File: src/rtl/xadc_drp_sequencer.sv
// xadc_drp_sequencer
// Reads the XADC result register of each enabled auxiliary channel over the
// DRP after every end-of-conversion pulse and emits one tagged sample per
// channel, lowest channel first.
//
// Ports
//   clk, reset      clock, asynchronous active-low reset
//   eoc             XADC end-of-conversion pulse
//   ch_enable[3:0]  channel enable mask, snapshotted at scan start
//   drp_do, drp_drdy  DRP read data / data-ready strobe
//   drp_den, drp_dwe, drp_daddr, drp_di  DRP request (read only)
//   sample_data, sample_ch, sample_valid  captured sample stream
//   busy            high whenever a scan is in progress
//   timeout_flag    sticky, a channel read was abandoned
//   overrun_flag    sticky, an eoc was lost
//   flag_clear      clears both sticky flags (a simultaneous set wins)
module xadc_drp_sequencer #(
  parameter logic [6:0] CH0_ADDR       = 7'h1F,
  parameter logic [6:0] CH1_ADDR       = 7'h1E,
  parameter logic [6:0] CH2_ADDR       = 7'h16,
  parameter logic [6:0] CH3_ADDR       = 7'h17,
  parameter int unsigned TIMEOUT_CYCLES = 64
) (
  input  logic        clk,
  input  logic        reset,
  input  logic        eoc,
  input  logic [3:0]  ch_enable,
  input  logic [15:0] drp_do,
  input  logic        drp_drdy,
  output logic        drp_den,
  output logic        drp_dwe,
  output logic [6:0]  drp_daddr,
  output logic [15:0] drp_di,
  output logic [15:0] sample_data,
  output logic [1:0]  sample_ch,
  output logic        sample_valid,
  output logic        busy,
  output logic        timeout_flag,
  output logic        overrun_flag,
  input  logic        flag_clear
);

  typedef enum logic [1:0] {S_IDLE, S_ISSUE, S_WAIT_RDY, S_NEXT} state_e;

  localparam logic [7:0] TERM_CNT = 8'(TIMEOUT_CYCLES - 1);

  state_e      state_q, state_d;
  logic [3:0]  mask_q, mask_d;
  logic [1:0]  ptr_q, ptr_d;
  logic        pending_q, pending_d;
  logic [7:0]  cnt_q, cnt_d;

  logic        den_q, den_d;
  logic [6:0]  daddr_q, daddr_d;
  logic [15:0] sdata_q, sdata_d;
  logic [1:0]  sch_q, sch_d;
  logic        svalid_q, svalid_d;
  logic        busy_q, busy_d;
  logic        tflag_q, tflag_d;
  logic        oflag_q, oflag_d;

  logic        capture, tmo_hit, ovr_hit;
  logic [3:0]  scan_mask;
  logic [2:0]  scan_from;
  logic [2:0]  scan_nxt;   // {found, index}

  // Lowest set bit of m at or above position 'from'.
  function automatic logic [2:0] first_set(input logic [3:0] m, input logic [2:0] from);
    logic [2:0] r;
    r = '0;
    for (int i = 3; i >= 0; i--)
      if (m[i] && 3'(i) >= from) r = {1'b1, 2'(i)};
    return r;
  endfunction

  function automatic logic [6:0] ch_addr(input logic [1:0] p);
    logic [6:0] a;
    case (p)
      2'd0:    a = CH0_ADDR;
      2'd1:    a = CH1_ADDR;
      2'd2:    a = CH2_ADDR;
      default: a = CH3_ADDR;
    endcase
    return a;
  endfunction

  // One priority search serves both scan start (live mask from bit 0) and
  // advance (snapshot mask from ptr+1).
  always_comb begin
    scan_mask = (state_q == S_IDLE) ? ch_enable : mask_q;
    scan_from = (state_q == S_IDLE) ? 3'd0 : ({1'b0, ptr_q} + 3'd1);
    scan_nxt  = first_set(scan_mask, scan_from);
  end

  // State register
  always_ff @(posedge clk or negedge reset) begin
    if (!reset) begin
      state_q   <= S_IDLE;
      mask_q    <= '0;
      ptr_q     <= '0;
      pending_q <= 1'b0;
      cnt_q     <= '0;
    end else begin
      state_q   <= state_d;
      mask_q    <= mask_d;
      ptr_q     <= ptr_d;
      pending_q <= pending_d;
      cnt_q     <= cnt_d;
    end
  end

  // Next state
  always_comb begin
    state_d   = state_q;
    mask_d    = mask_q;
    ptr_d     = ptr_q;
    pending_d = pending_q;
    cnt_d     = cnt_q;
    capture   = 1'b0;
    tmo_hit   = 1'b0;
    ovr_hit   = 1'b0;
    unique case (state_q)
      S_IDLE: begin
        if ((eoc || pending_q) && ch_enable != 4'd0) begin
          mask_d    = ch_enable;
          ptr_d     = scan_nxt[1:0];
          pending_d = 1'b0;
          state_d   = S_ISSUE;
        end
      end
      S_ISSUE: begin
        cnt_d   = '0;
        state_d = S_WAIT_RDY;
      end
      S_WAIT_RDY: begin
        // drdy on the terminal count still wins over the timeout
        if (drp_drdy) begin
          capture = 1'b1;
          state_d = S_NEXT;
        end else if (cnt_q == TERM_CNT) begin
          tmo_hit = 1'b1;
          state_d = S_NEXT;
        end else begin
          cnt_d = cnt_q + 8'd1;
        end
      end
      S_NEXT: begin
        if (scan_nxt[2]) begin
          ptr_d   = scan_nxt[1:0];
          state_d = S_ISSUE;
        end else begin
          state_d = S_IDLE;
        end
      end
      default: state_d = S_IDLE;
    endcase
    // Only one eoc can be queued; a second one while queued is lost.
    if (eoc && state_q != S_IDLE) begin
      if (pending_q) ovr_hit = 1'b1;
      pending_d = 1'b1;
    end
  end

  // Outputs, computed from the next state so they are registered and aligned
  always_comb begin
    den_d    = (state_d == S_ISSUE);
    daddr_d  = (state_d == S_ISSUE) ? ch_addr(ptr_d) : daddr_q;
    sdata_d  = capture ? drp_do : sdata_q;
    sch_d    = capture ? ptr_q : sch_q;
    svalid_d = capture;
    busy_d   = (state_d != S_IDLE);
    tflag_d  = tmo_hit | (tflag_q & ~flag_clear);
    oflag_d  = ovr_hit | (oflag_q & ~flag_clear);
  end

  always_ff @(posedge clk or negedge reset) begin
    if (!reset) begin
      den_q    <= 1'b0;
      daddr_q  <= '0;
      sdata_q  <= '0;
      sch_q    <= '0;
      svalid_q <= 1'b0;
      busy_q   <= 1'b0;
      tflag_q  <= 1'b0;
      oflag_q  <= 1'b0;
    end else begin
      den_q    <= den_d;
      daddr_q  <= daddr_d;
      sdata_q  <= sdata_d;
      sch_q    <= sch_d;
      svalid_q <= svalid_d;
      busy_q   <= busy_d;
      tflag_q  <= tflag_d;
      oflag_q  <= oflag_d;
    end
  end

  assign drp_den      = den_q;
  assign drp_dwe      = 1'b0;
  assign drp_daddr    = daddr_q;
  assign drp_di       = '0;
  assign sample_data  = sdata_q;
  assign sample_ch    = sch_q;
  assign sample_valid = svalid_q;
  assign busy         = busy_q;
  assign timeout_flag = tflag_q;
  assign overrun_flag = oflag_q;

endmodule

File: config.mk
export PLATFORM = sky130hd
export DESIGN_NAME = xadc_drp_sequencer
export DESIGN_NICKNAME = d
export VERILOG_FILES = /design/src/rtl/xadc_drp_sequencer.sv
export SDC_FILE = /design/constraint.sdc
export NUM_CORES = 1
export LEC_CHECK = 0
export BUFFER_PORTS_ARGS = -buffer_cell sky130_fd_sc_hd__buf_4
export CORE_MARGIN = 2
export CORE_UTILIZATION = 50
export CTS_BUF_LIST = sky130_fd_sc_hd__clkbuf_4
export DETAILED_ROUTE_END_ITERATION = 16
export PLACE_DENSITY = 0.79
export SLEW_MARGIN = 20
export SYNTH_ARGS = -nofsm -noshare
export SYNTH_HDL_FRONTEND = slang
export SYNTH_SLANG_ARGS = --single-unit
File: constraint.sdc
create_clock -name clk -period 5.1 [get_ports clk]
set_clock_uncertainty 0.05 [all_clocks]
set_input_delay 0.51 -clock clk [delete_from_list [all_inputs] [get_ports clk]]
set_output_delay 0.51 -clock clk [all_outputs]
set_load 0.1 [all_outputs]
# Yosys cells after proc, flatten, opt, wreduce, memory -nomap -nowiden
# Index checks and enable logic that the tools add are counted.
[op_classes]
n_div = 0
n_eq_ne = 9
mux = 28
addsub = 2
shift = 0
n_reduce_logical = 18
n_mul = 0
bitwise_logic = 5
n_lt_le_gt_ge = 4
[ops]
columns = ["cell", "count"]
rows = [
  ["2-to-1 mux 8 bit", 2],
  ["one-hot mux 8 bit (2 select lines)", 1],
  ["2-to-1 mux 3 bit", 5],
  ["one-hot mux 4 bit (3 select lines)", 1],
  ["2-to-1 mux 1 bit", 11],
  ["2-to-1 mux 2 bit", 5],
  ["nonzero test 2 bit", 5],
  ["adder 8 x 1 -> 8 bit (second input constant)", 1],
  ["equality test 8 x 6 -> 1 bit (second input constant)", 1],
  ["one-hot mux 2 bit (4 select lines)", 1],
  ["equality test 2 x 1 -> 1 bit (second input constant)", 3],
  ["equality test 2 bit (second input constant)", 3],
  ["greater-or-equal comparator 1 x 3 -> 1 bit (first input constant)", 2],
  ["greater-or-equal comparator 2 x 3 -> 1 bit (first input constant)", 2],
  ["logical AND 1 bit", 6],
  ["logical NOT 2 bit", 2],
  ["2-to-1 mux 4 bit", 1],
  ["!= test 2 bit (second input constant)", 2],
  ["one-hot mux 2 bit (2 select lines)", 1],
  ["AND reduction 2 bit", 2],
  ["nonzero test 4 bit", 1],
  ["adder 2 x 1 -> 3 bit (second input constant)", 1],
  ["AND reduction 3 bit", 1],
  ["AND 1 bit", 2],
  ["other kinds (3)", 4],
]
[totals]
ram_bits = 0
romBits = 0
latchBits = 0
n_memories = 0
register_bits = 47
in_bits = 25

# Longest topological paths before layout
# Gate-level depths: netlist of run 1.
[depth]
ltp_word = 12
depth_mapped = 9
ltp_nobuf = 8

# Worst setup path before layout of run 1
# Ideal clock, no wire load.
[synth_timing]
path_kind = "register -> register"
start = "register state_q[0]"
end = "register daddr_q[3], in the netlist drp_daddr[3]"
required_ns = 4.922
arrival_ns = 2.041
stages_incl_launch_ff = 9
period_less_slack_ns = 2.219
path_slack_ns = 2.881
path_cell_list = "dfrtp_1 > inv_1 > ha_1 > or2_1 > o32ai_1 > a21oi_1 > a21boi_2 > nor3_4 > mux2_1"
[synth_via]
word_cells_on_any_way = 31
cone_classes = "4 x order compare; 6 x eq/ne; 15 x mux; 6 x reduce/logical"
[synth_rtl]
columns = ["element", "line_no", "text"]
rows = [
  ["from (decl)", "47", "state_e state_q, state_d;"],
  ["from (signal assigned)", "104", "state_q <= state_d;"],
  ["logical NOT 2 bit", "90, 91, 122", ""],
  ["2-to-1 mux 3 bit", "91", "scan_from = (state_q == S_IDLE) ? 3'd0 : ({1'b0, ptr_q} + 3'd1);"],
  ["greater-or-equal comparator 2 x 3 -> 1 bit", "72", "if (m[i] && 3'(i) >= from) r = {1'b1, 2'(i)};"],
  ["logical AND 1 bit", "72", ""],
  ["2-to-1 mux 3 bit (4 in a row)", "72", ""],
  ["2-to-1 mux 1 bit", "148", "if (scan_nxt[2]) begin"],
  ["one-hot mux 2 bit (4 select lines) *", "122", "unique case (state_q)"],
  ["equality test 2 x 1 -> 1 bit *", "n/a", ""],
  ["via den_d", "53", "logic den_q, den_d;"],
  ["to (signal assigned)", "188", "daddr_q <= daddr_d;"],
  ["to (decl)", "54", "logic [6:0] daddr_q, daddr_d;"],
]
# Mark *: on every way through the listed nets, which the timed path passes. The rest lies on a longest branch.
# A chain may end at the register's enable or synchronous reset.

# Worst setup path in the final report of run 1
# Same ends and word-level chain as after synthesis.

==> impl_metrics.tcl, run 1 <==
set metrics [dict create \
    postCtsSetupBuffers 0 \
    htreeDepth 2 \
    cp_top_family "compound AO/OA/AOI/OAI gates" \
    fin_nets 279 \
    drc_errors 0 \
    ios 72 \
    worstPathArrival_ns 2.86 \
    synth_top_family_by_area "compound AO/OA/AOI/OAI gates" \
    via_count 1519 \
    avgSynthCellArea_um2 11.19 \
    cp_data_required_time_ns 5.30 \
    worst_pin_slew_ns 0.8097 \
    hold_violations 0 \
    synthAdderAreaFrac_pct 3.440 \
    fp.dieH_um 70.06 \
    cp-start-kind "flop" \
    yosys.area_share.xor_xnor_pct 2.810 \
    gp_congestion 0.8069 \
    synthesis.instances 195 \
    status "finished, final reports clean" \
    cts_num_sinks 43 \
    final_common_cell "buf_4" \
    ys_types 48 \
    area.growth.synth_to_final_pct 19.67 \
    dp_hpwl_mm 2.878 \
    drv_cap 0 \
    drive_gt1_share_pct 34.14 \
    dpl_cell_area_um2 2535 \
    holdCritPathClass "primary input to async pin" \
    viasPerCell 5.047 \
    critPathLaunch "state_q[0]$_DFF_PN0_" \
    ys.flop_type "dfrtp_1" \
    final_cell_mix "buf_4 (52), dfrtp_1 (43), conb_1 (19)" \
    holdBufCountCts 0 \
    wl_per_cell_um 13.09 \
    dr.pass1.iters 4 \
    antennaDiodeCount 0 \
    end_kind "flop" \
    drtIter0Drc 53 \
    setup_viol 0 \
    rows 24 \
    port_buffers 52 \
    timing.rr.start "state_q[0]$_DFF_PN0_" \
    grt_antenna_before_repair 0 \
    synth-seq-cells 43 \
    slowest_stage "dfrtp_1" \
    synth-seq-area-share_pct 49.31 \
    core_area_um2 4264 \
    grt_first_pass_wirelength_mm 6.665 \
    period_needed_ns 2.659 \
    clk_pin_slew_ns 0.13 \
    worstSetupPathType "flop to flop" \
    ys_async_sr_fraction_pct 100.0 \
    worst_slew_margin_rel_pct 45.89 \
    grt_usage_pct 17.23 \
    yosys.area_share.simple_pct 10.89 \
    antenna_left 0 \
    cts_root_buffer "clkbuf_4" \
    timing.final.crit_share_pct 52.14 \
    clockBufferDepth 2 \
    crit_path_max_incr_delay_ns 0.44 \
    worstSkewPairLatency_ns 0.36 \
    synth_compound_area_share_pct 11.70 \
    synth_edf_count 0 \
    final_area_um2 2611 \
    initial_core_util_pct 51.17 \
    syn-cell-area_um2 2182 \
    holdWs_ns 0.06386 \
    critPathBufInv 1 \
    crit_path_cell_trace "inv_1, ha_1, or2_1, o32ai_1, a21oi_1, a21boi_2, nor3_4, mux2_1" \
    yosys_warnings 0 \
    setup-tns-final_ns 0 \
    rsz0062_at_grt "false" \
    drv_slew 0 \
    cts_tree "done" \
    finalWorstSetupSlack_ns 2.441 \
    dieArea_um2 4908 \
    fmax_mhz 376.1 \
    grt_overflow 0 \
    grt_max_degree 44 \
    post_cts_resized 0 \
    chipWidth_um 70.06 \
    cts_buffers 5 \
    fillers 367 \
    crit_fanout 14 \
    drt-total-wl_mm 3.940 \
    grt_pass1_vias 1444 \
    pre_cts_ws_ns 2.508 \
    synth.area.mux_share_pct 11.47 \
]
## synthesized netlist by cell type (all sizes together), types with 2 or more instances
master  count  share of area [%]
a21boi      2               0.86
a21oi       7                1.9
a31oi       3               0.86
and3        4                1.1
buf        22                7.5
clkbuf      2               0.34
dfrtp      43                 49
ha          6                3.4
inv        13                2.2
mux2       21                 11
nand2      10                1.7
nand3       4                1.1
nor2       12                2.1
nor2b       2               0.57
nor3        2               0.97
o21ai       7                1.6
o32ai       2               0.80
or2         5                1.4
xnor2       4                1.6
xor2        3                1.2
## cells by family after synthesis
kind of cell	count (synthesis)
xor gates and xnor gates	7
AOI/OAI and AO/OA	34
DFF	43
muxes	22
other	1
adders and majority gates	6
buffers and inverters	38
and+or+nand+nor	44
## path summary, 6_finish.rpt
check                      slack [ns]                     endpoint  cells past startpoint
setup / recovery                 2.44     drp_daddr[3]$_DFFE_PN0N_                      8
setup reg to reg                 2.44     drp_daddr[3]$_DFFE_PN0N_                      8
hold reg to reg                  0.47  sample_data[11]$_DFFE_PN0P_                      1
hold / removal                   0.06  sample_data[12]$_DFFE_PN0P_                      1
max in group asynchronous        4.57         cnt_q[4]$_DFFE_PN0P_                      1
min in group clk                 0.28       timeout_flag$_DFF_PN0_                      2
## area by class of cell
| class | instances | area, µm² | area share [%] |
|---|---|---|---|
| Timing Repair Buffer | 52 | 390.4 | 14.95 |
| Clock buffer | 5 | 37.54 | 1.437 |
| Clock inverter | 3 | 38.79 | 1.485 |
| Multi-Input combinational cell | 132 | 950.9 | 36.42 |
| Sequential cell | 43 | 1076 | 41.21 |
| Tap cell | 52 | 65.06 | 2.492 |
| Inverter | 14 | 52.55 | 2.012 |
## layer usage
metal	part of all wire [%]	GRT usage, %	wire, µm
met1	43	22.23	1711
met2	49	27.83	1943
met3	5.9	5.195	231
met4	1.4	5.769	54
met5	0	0	0
## flip-flops by register name, summed over array words and instances, names as in the netlist, named ones only
register	flops
busy	1
drp_den	1
state_q	2
cnt_q	8
sample_ch	2
mask_q	4
sample_valid	1
pending_q	1
overrun_flag	1
drp_daddr	3
sample_data	16
ptr_q	1
timeout_flag	1
## stage by stage
step                instances  util (%)
detailed placement        293     59.45
CTS                       301     61.24
global placement          293     59.45
global route              301     61.24
finish                    301     61.24
floorplan                 213         -
Power of run 1 is left out: the tool's default activity adds up to more than one toggle a clock period on the data nets, which glitch-free logic cannot reach.
==> inputs of run 2 (changes only) <==
--- a/config.mk
+++ b/config.mk
@@ -7,10 +7,10 @@
 export LEC_CHECK = 0
 export BUFFER_PORTS_ARGS = -buffer_cell sky130_fd_sc_hd__buf_4
 export CORE_MARGIN = 2
-export CORE_UTILIZATION = 50
+export CORE_UTILIZATION = 47
 export CTS_BUF_LIST = sky130_fd_sc_hd__clkbuf_4
 export DETAILED_ROUTE_END_ITERATION = 16
-export PLACE_DENSITY = 0.79
+export PLACE_DENSITY = 0.78
 export SLEW_MARGIN = 20
 export SYNTH_ARGS = -nofsm -noshare
 export SYNTH_HDL_FRONTEND = slang
==> constraint.sdc (replaced) <==
create_clock -name clk -period 2.2 [get_ports clk]
set_clock_uncertainty 0.05 [all_clocks]
set_input_delay 0.22 -clock clk [delete_from_list [all_inputs] [get_ports clk]]
set_output_delay 0.22 -clock clk [all_outputs]
set_load 0.1 [all_outputs]
==> impl_metrics.tcl, run 2 (synthesized netlist as in run 1, its figures left out) <==
set metrics [dict create \
    drt-total-wl_mm 4.526 \
    drive_gt1_share_pct 42.49 \
    dp_hpwl_mm 3.001 \
    drc_errors 0 \
    grt_antenna_before_repair 0 \
    fin_nets 303 \
    reg2reg_slack_ns 0.01 \
    htreeDepth 2 \
    final_common_cell "buf_4" \
    worstSkewPairLatency_ns 0.36 \
    largest_register_ffs 16 \
    antennaDiodeCount 0 \
    grt_pass1_vias 1604 \
    fillers 358 \
    area.growth.synth_to_final_pct 34.29 \
    end_kind "flop" \
    worst_slew_margin_rel_pct 64.32 \
    cp_data_required_time_ns 2.41 \
    status "finished, final reports clean" \
    hold_violations 0 \
    core_area_um2 4414 \
    drtIter0Drc 80 \
    initial_core_util_pct 49.43 \
    gp_congestion 0.8417 \
    final_cell_mix "buf_4 (66), dfrtp_1 (43), conb_1 (19)" \
    rsz0062_at_grt "true" \
    cts_num_sinks 43 \
    grt_usage_pct 17.24 \
    wl_per_cell_um 13.93 \
    cts_tree "done" \
    timing.final.crit_share_pct 99.51 \
    antenna_left 0 \
    setup-tns-final_ns 0 \
    period_needed_ns 2.189 \
    dr.pass1.iters 4 \
    worstPathArrival_ns 2.40 \
    ios 72 \
    setup_viol 0 \
    drv_cap 0 \
    worstSetupPathType "flop to flop" \
    rows 24 \
    drv_slew 0 \
    grt_max_degree 44 \
    fmax_mhz 456.8 \
    cts_buffers 5 \
    viasPerCell 5.046 \
    holdCritPathClass "primary input to flop" \
    grt_first_pass_wirelength_mm 7.044 \
    via_count 1640 \
    grt_overflow 0 \
    cp-start-kind "flop" \
    port_buffers 52 \
    clockBufferDepth 2 \
    worst_pin_slew_ns 0.5352 \
    chipWidth_um 72.14 \
    fp.dieH_um 72.14 \
    dieArea_um2 5203 \
    clk_pin_slew_ns 0.13 \
    crit_fanout 4 \
    cts_root_buffer "clkbuf_4" \
]
==> run 2: cell count changes in the layout (fill, tap and decap cells not counted), moves of 2 or more <==
cell and delta:
a21oi_1 -2, a21oi_2 +2, buf_4 +14, dlygate4sd3_1 +9, ha_1 -3, ha_4 +2
inv_1 -2, inv_2 +2, or2_1 -2, or2_4 +2
==> run 2: routing by layer <==
layer	track usage, %	wire, µm	vias to the layer above
met4	4.612	36	0
met1	21.49	1813	794
met2	28.85	2404	55
li1	-	-	788
met5	0	0	-
met3	5.694	271	3
==> run 2: worst max-delay path, cell delays in order, from the launching register on <==
cell	delay (ns)
dfrtp_1	0.40
inv_2	0.06
ha_4	0.17
or2_4	0.28
o32ai_2	0.35
a21oi_2	0.11
a21boi_4	0.15
nor3_4	0.19
mux2_4	0.32
==> run 2: area by class of cell <==
class                      count  area [µm²]  share of cell area [%]
multi-input combinational    132        1050                   35.82
inverter                      14       52.55                   1.793
clock inverter                 3       43.79                   1.494
clock buffer                   5       37.54                   1.281
tap                           52       65.06                   2.220
timing repair buffer          76       605.6                   20.67
sequential                    43        1076                   36.72
==> run 2: through the flow <==
stage	setup WS (ns)	hold WS, ns	instance area (µm²)	util (%)	cells
final	0.01068	0.03010	2930	66.38	325
after CTS	0.03015	0.01615	2756	62.44	315
after detailed placement	-0.02531	0.1930	2643	59.86	305
after global placement	0.03317	0.1914	2643	59.86	305
after global routing	-0.07640	0.004505	2930	66.38	325
after floorplan	0.006390	-0.1256	2267	-	213
==> run 2: what timing repair did <==
action / CTS / global route
buffers inserted: 0 / 3
endpoints found under the hold margin: 45 / 7
pin swaps: 1 / 6
resized for setup: 2 / 17
gates cloned: 0 / 0
endpoints found under the setup margin: 2 / 6
hold buffers: 2 / 7
==> run 2: final timing paths <==
check,start,cells after the start,to
min in group asynchronous,reset,2,sample_data[11]$_DFFE_PN0P_
hold reg to reg,sample_ch[1]$_DFFE_PN0P_,2,sample_ch[1]$_DFFE_PN0P_
setup reg to reg,state_q[1]$_DFF_PN0_,8,drp_daddr[3]$_DFFE_PN0N_
max in group asynchronous,reset,2,mask_q[0]$_DFFE_PN0P_
setup / recovery,state_q[1]$_DFF_PN0_,8,drp_daddr[3]$_DFFE_PN0N_
hold / removal,drp_do[3],2,sample_data[3]$_DFFE_PN0P_
Power of run 2 is left out for the same reason.
